--- src/rtl/pkt_out_arbiter.sv ---
// Packet-atomic round-robin arbiter: merges NUM_SRC packet sources onto one
// registered 134-bit output, with a per-grant stall watchdog.
module pkt_out_arbiter #(
  parameter  int unsigned NUM_SRC = 4,
  parameter  int unsigned TIMEOUT = 255,
  parameter  int unsigned IDW     = $clog2(NUM_SRC),
  localparam int unsigned DW      = 134
) (
  input  logic                  clk,
  input  logic                  rst_n,
  input  logic [NUM_SRC-1:0]    req_i,
  output logic [NUM_SRC-1:0]    gnt_o,
  input  logic [NUM_SRC-1:0]    data_in_valid,
  input  logic [NUM_SRC*DW-1:0] data_in,
  output logic                  data_out_valid,
  output logic [DW-1:0]         data_out,
  output logic [IDW-1:0]        gnt_id_o,
  output logic                  busy_o,
  output logic                  timeout_o,
  output logic [15:0]           drop_cnt_o
);

  localparam int unsigned WDW  = 16;
  localparam int unsigned CNTW = 16;
  localparam int unsigned SUMW = CNTW + 1;
  localparam logic [1:0] TAG_HEAD = 2'b01;
  localparam logic [1:0] TAG_TAIL = 2'b10;
  localparam logic [1:0] TAG_SNGL = 2'b11;

  typedef enum logic [1:0] {S_IDLE, S_GRANT, S_XFER} state_e;

  state_e              state_q, state_d;
  logic [NUM_SRC-1:0]  gnt_q, gnt_d;
  logic [IDW-1:0]      gnt_id_q, gnt_id_d;
  logic [IDW-1:0]      rr_ptr_q, rr_ptr_d;
  logic [WDW-1:0]      wd_q, wd_d, wd_inc;
  logic                dvld_q, dvld_d;
  logic [DW-1:0]       dout_q, dout_d;
  logic                busy_q, busy_d;
  logic                to_q, to_d;
  logic [CNTW-1:0]     drop_q, drop_d;

  logic [IDW-1:0]      win;
  logic                win_vld;
  int unsigned         idx;
  logic                g_vld;
  logic [DW-1:0]       g_beat;
  logic [1:0]          g_tag;
  logic                rel;
  logic                g_drop;
  logic [SUMW-1:0]     drop_sum;

  // Round-robin search starting at rr_ptr_q, ascending modulo NUM_SRC.
  always_comb begin
    win_vld = 1'b0;
    win     = '0;
    idx     = 0;
    for (int unsigned k = 0; k < NUM_SRC; k++) begin
      idx = (32'(rr_ptr_q) + k) % NUM_SRC;
      if (!win_vld && req_i[IDW'(idx)]) begin
        win_vld = 1'b1;
        win     = IDW'(idx);
      end
    end
  end

  assign g_vld  = data_in_valid[gnt_id_q];
  assign g_beat = data_in[32'(gnt_id_q)*DW +: DW];
  assign g_tag  = g_beat[DW-1 -: 2];

  always_comb begin
    state_d  = state_q;
    gnt_d    = gnt_q;
    gnt_id_d = gnt_id_q;
    rr_ptr_d = rr_ptr_q;
    wd_d     = wd_q;
    dvld_d   = 1'b0;
    dout_d   = dout_q;
    to_d     = 1'b0;
    rel      = 1'b0;
    g_drop   = 1'b0;
    wd_inc   = wd_q + WDW'(1);

    unique case (state_q)
      S_GRANT: begin
        if (g_vld) begin
          if (g_tag == TAG_HEAD || g_tag == TAG_SNGL) begin
            dvld_d = 1'b1;
            dout_d = g_beat;
            wd_d   = '0;
            if (g_tag == TAG_SNGL) rel = 1'b1;
            else                   state_d = S_XFER;
          end else begin
            g_drop = 1'b1;
          end
        end else if (!req_i[gnt_id_q]) begin
          rel = 1'b1;
        end else if (wd_inc == WDW'(TIMEOUT)) begin
          to_d = 1'b1;
          rel  = 1'b1;
        end else begin
          wd_d = wd_inc;
        end
      end
      S_XFER: begin
        if (g_vld) begin
          dvld_d = 1'b1;
          dout_d = g_beat;
          wd_d   = '0;
          if (g_tag == TAG_TAIL || g_tag == TAG_SNGL) rel = 1'b1;
        end else if (wd_inc == WDW'(TIMEOUT)) begin
          // Stalled mid-packet: close it downstream with a bare tail.
          to_d   = 1'b1;
          rel    = 1'b1;
          dvld_d = 1'b1;
          dout_d = {TAG_TAIL, {(DW-2){1'b0}}};
        end else begin
          wd_d = wd_inc;
        end
      end
      default: ;
    endcase

    // Release re-arbitrates in the same cycle so the grant has no bubble.
    if (state_q == S_IDLE || rel) begin
      if (win_vld) begin
        state_d  = S_GRANT;
        gnt_d    = NUM_SRC'(1) << win;
        gnt_id_d = win;
        rr_ptr_d = IDW'((32'(win) + 1) % NUM_SRC);
        wd_d     = '0;
      end else begin
        state_d = S_IDLE;
        gnt_d   = '0;
      end
    end

    busy_d = (state_d != S_IDLE);
  end

  // Drop counter: every non-granted valid beat plus bad-tag granted beats.
  always_comb begin
    drop_sum = SUMW'(drop_q) + SUMW'(g_drop);
    for (int unsigned i = 0; i < NUM_SRC; i++) begin
      if (data_in_valid[i] && !gnt_q[i]) drop_sum = drop_sum + SUMW'(1);
    end
    drop_d = drop_sum[SUMW-1] ? '1 : drop_sum[CNTW-1:0];
  end

  always_ff @(posedge clk or negedge rst_n) begin
    if (!rst_n) begin
      state_q  <= S_IDLE;
      gnt_q    <= '0;
      gnt_id_q <= '0;
      rr_ptr_q <= '0;
      wd_q     <= '0;
      dvld_q   <= 1'b0;
      dout_q   <= '0;
      busy_q   <= 1'b0;
      to_q     <= 1'b0;
      drop_q   <= '0;
    end else begin
      state_q  <= state_d;
      gnt_q    <= gnt_d;
      gnt_id_q <= gnt_id_d;
      rr_ptr_q <= rr_ptr_d;
      wd_q     <= wd_d;
      dvld_q   <= dvld_d;
      dout_q   <= dout_d;
      busy_q   <= busy_d;
      to_q     <= to_d;
      drop_q   <= drop_d;
    end
  end

  assign gnt_o          = gnt_q;
  assign gnt_id_o       = gnt_id_q;
  assign data_out_valid = dvld_q;
  assign data_out       = dout_q;
  assign busy_o         = busy_q;
  assign timeout_o      = to_q;
  assign drop_cnt_o     = drop_q;

endmodule

--- config.mk ---
export PLATFORM = sky130hd
export DESIGN_NAME = pkt_out_arbiter
export DESIGN_NICKNAME = d
export VERILOG_FILES = /design/src/rtl/pkt_out_arbiter.sv
export SDC_FILE = /design/constraint.sdc
export NUM_CORES = 1
export LEC_CHECK = 0
export BUFFER_PORTS_ARGS = -buffer_cell sky130_fd_sc_hd__buf_2
export CAP_MARGIN = 10
export CORE_AREA = 2 2 278 280
export DETAILED_ROUTE_END_ITERATION = 16
export DIE_AREA = 0 0 280 282
export SLEW_MARGIN = 25
export SYNTH_ARGS = -nofsm -noshare
export SYNTH_HDL_FRONTEND = slang
export SYNTH_SLANG_ARGS = --single-unit
--- constraint.sdc ---
create_clock -name clk -period 6.85 [get_ports clk]
set_input_delay 0.3425 -clock clk [delete_from_list [all_inputs] [get_ports clk]]
set_output_delay 0.3425 -clock clk [all_outputs]
set_load 0.03 [all_outputs]
==> flow_summary.ini, run 1 <==
[run_status]
status = finished clean

[yosys]
synthFlopType = dfrtp_1
ys_seq_elements = 179
netlist_area_um2 = 13200
ys_seq_area_frac = 0.3393
synth_edf_count = 0
synth.avg_cell_area_um2 = 9.844
async_flop_share = 1.000
synth_cells = 1341
synth_cell_types = 88
yosys_warnings = 0
syn_nets = 1903

[finish]
fin_nets = 2549
seq_area_um2 = 4487
syn2layout_area_growth_pct = 39.57
drive_above_1_share = 0.4682
fillerInstances = 8237
multi_input_area_um2 = 8278
final_cell_mix = 703 x buf_2, 315 x nand2_1, 177 x dfrtp_1, 168 x nand3_1, 136 x mux4_2
final_common_cell = buf_2

[min_path]
hp-class = in -> reg

[grt]
grt_util_all_layers = 0.1813
antenna_found_initial = 40
grt_pass1_wl_um = 100800
grt-ovfl-total = 0
grt_max_degree = 140
grt_pass1_vias = 13500

[sta]
worst_pin_slew_ns = 0.9185
maxSlewViolCount = 0
relSlewSlack = 0.3877
period_minus_slack_ns = 6.225
fin_crit_sh = 0.9088
clock_skew_ns = 0.01382
setup_total_negative_slack_ns = 0
fin_ws_ns = 0.6249
setup_viol = 0
hold_violations = 0
whs_ns = 0.2958
max_freq_mhz = 160.6
rsz0062_at_grt = no

[cts]
cts.reportedPaths.clkPinSlew_ns = 0.09
cts_tree = yes
clock_latency_ns = 0.48
clkSinkCount = 179
cts_root_buffer = clkbuf_16
cts.htree.levels = 4
ctsResizeCount = 0
cts_buffers = 17
cts.path.max_buffers = 2

[detailed_routing]
postRouteAntennaNets = 0
drcViolationCount = 0
drt_iter0_drc = 1031
wl_um = 73060
vias_per_cell = 4.624
wire_per_inst_um = 24.43
vias = 13830
drtPass1Iterations = 5

[placed_design]
place_congestion = 0.9384
dp_hpwl_um = 60860
place.port_buffers = 704
dp_slack_ns = 0.5847

[floorplan]
die_h_um = 282
die_area_um2 = 78960
initial_core_util = 0.1744
io_pins = 705
std_cell_rows = 101
fp.dieW_um = 280
core_um2 = 75700

[critical_path]
cp_max_fo = 16
critPathRequiredTime_ns = 7.17
end_kind = register
critPathKind = reg -> reg
cp.arrival_ns = 6.54
cp-start-kind = register

[power]
p_leak_nw = 8.718
p_total_mw = 8.705
p_per_area_nw_per_um2 = 472.5
max-vdd-ir-drop_mv = 0.2738

[run]
maxCapViolations = 0
[report_power, final]
group	internal (mW)	total, mW	switching (mW)
Sequential	1.53	1.92	0.388
Combinational	1.96	5.64	3.68
Clock	0.638	1.15	0.508
[repair_timing]
action | 4_1_cts | 5_1_grt
endpoints found under the hold margin | 56 | 0
buffers inserted | 0 | 0
hold buffers | 1 | 0
[critical path, stage by stage (launching register included)]
cell and delay (ns):
dfrtp_4 0.67, mux4_2 0.61, nor2_1 0.22, ha_1 0.19, ha_1 0.31, buf_4 0.24, nand4_1 0.18, or3_4 0.40
a2111oi_4 0.48, xor2_1 0.14, nor4b_2 0.34, a211oi_4 0.10, o41ai_2 0.39, xor2_1 0.38, mux2i_1 0.27, o21ai_2 0.10
a22o_4 0.28, a41oi_4 0.58, o21ai_0 0.18
[per-stage QoR]
step	std cells	instance area, um2	utilization
2_1_floorplan	1341	13200	-
3_3_place_gp	2945	17730	0.2343
3_5_place_dp	2945	17730	0.2343
4_1_cts	2977	18390	0.2429
5_1_grt	2987	18420	0.2433
6_report	2990	18420	0.2434
[path summary, 6_finish.rpt]
check | from | endpoint | slack, ns | cells past startpoint
max | gnt_id_o[0] | drop_cnt_o[12] | 0.62 | 18
min reg2reg | data_out[81] | data_out[81] | 0.47 | 2
max in group asynchronous | rst_n | data_out[24] | 5.17 | 3
min | data_in[100] | data_out[100] | 0.30 | 4
max reg2reg | gnt_id_o[0] | drop_cnt_o[12] | 0.62 | 18
min in group asynchronous | rst_n | gnt_o[3] | 0.41 | 2
[synthesized netlist by cell type (5+ instances only)]
cell type  instances  area share
nand2_1          315       0.090
dfrtp_1          179        0.34
nand3_1          168       0.064
mux4_2           136        0.23
clkbuf_1          67       0.019
nor2_1            48       0.014
a21oi_1           38       0.014
xnor2_1           38       0.025
o21ai_0           33       0.013
xor2_1            23       0.015
inv_1             20      0.0057
buf_2             19      0.0072
nand4_1           18      0.0085
nor3_1            17      0.0064
ha_1              16       0.015
nand3b_1          12      0.0068
nor2b_1           12      0.0057
and2_1            11      0.0052
and3_1            11      0.0052
nand2_2           11      0.0052
a31oi_1           10      0.0047
o211ai_1           7      0.0040
a22oi_1            6      0.0034
o21a_1             6      0.0034
or3_1              6      0.0028
mux2_2             5      0.0043
nand2b_1           5      0.0024
o31ai_1            5      0.0028
[flip-flops by register name (all words and copies together), names as in the netlist]
signal          cells
drop_cnt_o         16
data_out_valid      1
busy_o              1
rr_ptr_q            2
gnt_id_o            2
data_out          134
state_q             2
gnt_o               4
timeout_o           1
wd_q               16
[cell families after synthesis]
kind of cell,Yosys count,share of synthesized area
compound gates,147,0.07735
xor+xnor,67,0.04834
fa+ha+maj,16,0.01517
buf+inv,111,0.03479
flops,179,0.3393
mux,145,0.2393
simple gates,676,0.2457
[layout make-up]
type,instances,area share
Antenna cell,13,0.001766
Clock buffer,19,0.02458
Clock inverter,12,0.01046
Inverter,20,0.004075
Multi-Input combinational cell,1051,0.4493
Sequential cell,179,0.2435
Tap cell,978,0.06642
Timing Repair Buffer,718,0.1999
[routing by layer]
metal	share of wire	vias to the layer above	wire length, um	GRT usage
met4	0.031	34	2269	0.07445
met5	0.0029	-	212	0
met2	0.44	645	31780	0.2609
li1	-	6230	-	-
met3	0.095	120	6920	0.06836
met1	0.44	6796	31870	0.2423
Power figures use the tool's default switching activity.
==> run 2: changes to the inputs <==
Settings changed: REMOVE_ABC_BUFFERS from default to 1.
==> flow_summary.ini, run 2 (synthesis results as in run 1) <==
[floorplan]
die_area_um2 = 78960
core_um2 = 75700
initial_core_util = 0.1744
io_pins = 705
std_cell_rows = 101
die_h_um = 282
fp.dieW_um = 280

[detailed_routing]
wl_um = 71750
wire_per_inst_um = 23.90
drtPass1Iterations = 5
postRouteAntennaNets = 0
vias = 13790
vias_per_cell = 4.594
drt_iter0_drc = 936
drcViolationCount = 0

[cts]
clkSinkCount = 179
ctsResizeCount = 0
cts_setup_buffers = 0
cts.reportedPaths.clkPinSlew_ns = 0.09
cts.path.max_buffers = 2
cts_root_buffer = clkbuf_16
cts_tree = yes
cts.htree.levels = 4
clock_latency_ns = 0.50
cts_buffers = 17

[sta]
clock_skew_ns = 0.01817
relSlewSlack = 0.3450
fin_crit_sh = 0.9302
period_minus_slack_ns = 6.372
setup_total_negative_slack_ns = 0
fin_ws_ns = 0.4783
maxSlewViolCount = 0
hold_violations = 0
rsz0062_at_grt = no
setup_viol = 0
worst_pin_slew_ns = 0.9825
max_freq_mhz = 156.9

[power]
p_per_area_nw_per_um2 = 465.8
p_leak_nw = 8.726
max-vdd-ir-drop_mv = 0.2103

[finish]
drive_above_1_share = 0.4704
fillerInstances = 8251
final_cell_mix = 703 x buf_2, 315 x nand2_1, 177 x dfrtp_1, 168 x nand3_1, 136 x mux4_2
final_common_cell = buf_2
largest_reg_flops = 134
fin_nets = 2556
syn2layout_area_growth_pct = 39.90

[placed_design]
dp_slack_ns = 0.5353
place.port_buffers = 704
dp_hpwl_um = 59190
place_congestion = 0.9539

[grt]
grt_max_degree = 134
grt_util_all_layers = 0.1773
grt-ovfl-total = 0
antenna_found_initial = 42
grt_pass1_vias = 13540
grt_pass1_wl_um = 98610

[critical_path]
critPathKind = reg -> reg
cp.arrival_ns = 6.77
cp-start-kind = register
end_kind = register
r2r_cells = 20
critPathRequiredTime_ns = 7.25
cp_max_fo = 19

[run]
maxCapViolations = 0

[min_path]
hp-class = in -> reg
worstHoldPathCells = 4

[run_status]
status = finished clean
-- run 2: cell types whose count changed in the layout (fill, tap and decap cells not counted), moves of 2 or more --
| cell | before | now |
|---|---|---|
| buf_4 | 9 | 13 |
| diode_2 | 13 | 17 |
| bufinv_16 | 4 | 1 |
| clkbuf_8 | 2 | 0 |
| clkinv_8 | 0 | 2 |
-- run 2: worst paths after layout --
path                                  endpoint          from  slack, ns
worst max-delay path            drop_cnt_o[12]   gnt_id_o[0]       0.48
worst min-delay path             data_out[125]  data_in[125]       0.28
worst max register to register  drop_cnt_o[12]   gnt_id_o[0]       0.48
worst min register to register    data_out[36]  data_out[36]       0.47
max in group asynchronous         data_out[35]         rst_n       4.97
min in group asynchronous            timeout_o         rst_n       0.46
-- run 2: timing repair --
| item | in CTS | in global routing |
|---|---|---|
| hold endpoints to repair | 82 | 0 |
| setup endpoints to repair | 0 | 0 |
| hold buffers | 1 | 0 |
-- run 2: layout make-up --
cell class                      count  area, um2  area share
Multi-Input combinational cell   1051       8284      0.4486
Sequential cell                   179       4487      0.2430
Timing Repair Buffer              725       3759      0.2035
Tap cell                          978       1224     0.06626
Clock buffer                       18      429.2     0.02324
Clock inverter                     14      166.4    0.009011
Inverter                           20      75.07    0.004065
Antenna cell                       17      42.54    0.002304
-- run 2: where the power goes --
| part | switching (mW) | internal (mW) |
|---|---|---|
| clock | 0.541 | 0.521 |
| combinational | 3.63 | 2.01 |
| sequential | 0.371 | 1.53 |
-- run 2: stage by stage --
step / area [um2] / cells / hold WS [ns] / power (mW) / util
global placement: 17780 / 2950 / 0.4226 / 7.557 / 0.2349
finish: 18470 / 3002 / 0.2799 / 8.601 / 0.2440
floorplan: 12820 / 1250 / 0.04691 / 5.860 / -
global route: 18460 / 3000 / 0.2648 / 9.241 / 0.2439
detailed placement: 17810 / 2952 / 0.4356 / 7.619 / 0.2353
CTS: 18420 / 2985 / 0.2220 / 8.736 / 0.2433
-- run 2: routing by layer --
layer / track usage / wire length, um / vias to the layer above / part of all wire
met5: 0 / 196 / - / 0.0027
li1: - / - / 6252 / -
met3: 0.08659 / 8478 / 149 / 0.12
met1: 0.2149 / 28550 / 6681 / 0.40
met2: 0.2570 / 30730 / 680 / 0.43
met4: 0.09461 / 3788 / 30 / 0.053
-- run 2: worst max-delay path: stages (launching register included) --
cell and delay, ns:
dfrtp_4 0.72, mux4_2 0.66, nand2_1 0.14, nor2_1 0.07
ha_1 0.19, ha_1 0.33, ha_1 0.32, mux2_2 0.28
ha_1 0.21, nand3b_1 0.22, a21oi_1 0.14, o21a_1 0.22
nor3_2 0.41, nor4b_4 0.16, or4b_1 0.58, a211oi_1 0.33
and2_1 0.20, a21boi_1 0.29, a22o_4 0.22, a41oi_4 0.33
o21ai_0 0.22
==> run 3: changes to the inputs <==
Settings changed: CTS_BUF_LIST from default to sky130_fd_sc_hd__clkbuf_8, HOLD_SLACK_MARGIN from default to 0.03.
==> flow_summary.ini, run 3 (synthesis results as in run 1) <==
[finish]
drive_above_1_share = 0.4704
largest_reg_flops = 134
final_cell_mix = 703 x buf_2, 315 x nand2_1, 177 x dfrtp_1, 168 x nand3_1, 136 x mux4_2
syn2layout_area_growth_pct = 38.46
fillerInstances = 8270
fin_util = 0.2415
fin_nets = 2556
final_common_cell = buf_2

[power]
p_comb_frac = 0.675
power.switching_mw = 4.510
p_sw_frac = 0.5400
p_per_area_nw_per_um2 = 456.9
max-vdd-ir-drop_mv = 0.2095
p_leak_nw = 8.643
power.share.sequential = 0.227
p_clk_frac = 0.098
p_int_mw = 3.841
p_total_mw = 8.351

[grt]
grt-ovfl-total = 0
antenna_found_initial = 43
grt_pass1_wl_um = 98610
grt_max_degree = 134
grt_util_all_layers = 0.1772
grt_pass1_vias = 13530

[run]
maxCapViolations = 0

[sta]
clock_skew_ns = 0.02627
max_freq_mhz = 157.3
fin_crit_sh = 0.9282
hold_violations = 0
period_minus_slack_ns = 6.358
rsz0062_at_grt = no
maxSlewViolCount = 0
setup_total_negative_slack_ns = 0
relSlewSlack = 0.3432
worst_pin_slew_ns = 0.9853
setup_viol = 0
fin_ws_ns = 0.4920

[cts]
cts.reportedPaths.clkPinSlew_ns = 0.13
ctsResizeCount = 0
clock_latency_ns = 0.57
cts_setup_buffers = 0
cts_tree = yes
cts.path.max_buffers = 2
hold_buffers = 1
cts_root_buffer = clkbuf_8
cts.htree.levels = 4
cts_buffers = 17
clkSinkCount = 179

[critical_path]
critPathRequiredTime_ns = 7.34
cp-start-kind = register
r2r_slack_ns = 0.49
critPathKind = reg -> reg
cp.arrival_ns = 6.85
cp_max_fo = 19
end_kind = register

[floorplan]
fp.dieW_um = 280
core_um2 = 75700
die_area_um2 = 78960
io_pins = 705
std_cell_rows = 101
initial_core_util = 0.1744
die_h_um = 282

[detailed_routing]
vias_per_cell = 4.590
drtPass1Iterations = 5
postRouteAntennaNets = 0
wl_um = 71810
drt_iter0_drc = 950
vias = 13780
wire_per_inst_um = 23.91
drcViolationCount = 0

[placed_design]
dp_slack_ns = 0.5353
dp_hpwl_um = 59190
place.port_buffers = 704
place_congestion = 0.9539

[run_status]
status = finished clean

[min_path]
hp-class = in -> reg
-- run 3: worst paths after layout --
kind / from / to / cells past startpoint
min reg2reg: data_out[36] / data_out[36] / 2
max: gnt_id_o[0] / drop_cnt_o[13] / 20
max reg2reg: gnt_id_o[0] / drop_cnt_o[13] / 20
max in group asynchronous: rst_n / data_out[35] / 3
min: data_in[125] / data_out[125] / 4
min in group asynchronous: rst_n / timeout_o / 2
-- run 3: final cells by class --
type | instances | area, um2 | share of cell area
clock inverters | 15 | 170.2 | 0.009310
multi-input cells | 1051 | 8284 | 0.4532
flip-flops and latches | 179 | 4487 | 0.2455
diodes | 18 | 45.04 | 0.002464
well taps | 978 | 1224 | 0.06695
repair buffers | 725 | 3759 | 0.2056
inverters | 20 | 75.07 | 0.004107
clock buffers | 17 | 234.0 | 0.01280
-- run 3: routing by layer --
metal	vias up	wire length, um	track usage
li1	6246	-	-
met1	6712	28610	0.2151
met2	650	30800	0.2570
met3	148	8454	0.08610
met4	28	3776	0.09420
met5	-	174	0
-- run 3: metrics by stage --
stage	hold WS [ns]	cell area (um2)	instances
after floorplan	0.04691	12820	1250
after global placement	0.4226	17780	2950
after detailed placement	0.4356	17810	2952
after CTS	0.1038	18230	2985
after global routing	0.1609	18270	3001
final	0.2022	18280	3003
-- run 3: critical path, stage by stage, from the launching register on --
cell	delay [ns]
dfrtp_4	0.73
mux4_2	0.66
nand2_1	0.14
nor2_1	0.07
ha_1	0.19
ha_1	0.33
ha_1	0.32
mux2_2	0.28
ha_1	0.21
nand3b_1	0.23
a21oi_1	0.13
o21a_1	0.22
nor3_2	0.41
nor4b_4	0.16
or4b_1	0.57
a211oi_1	0.34
and2_1	0.20
a21boi_1	0.30
a22o_4	0.22
a41oi_4	0.33
nand3b_1	0.23
-- run 3: power groups by stage --
stage | sequential (mW) | clock (mW) | combinational (mW)
after floorplan | 2.92 | 0 | 2.94
after global placement | 1.90 | 0 | 5.65
after detailed placement | 1.92 | 0 | 5.70
after CTS | 1.90 | 0.873 | 5.71
after global routing | 1.96 | 0.900 | 6.13
final | 1.90 | 0.819 | 5.64
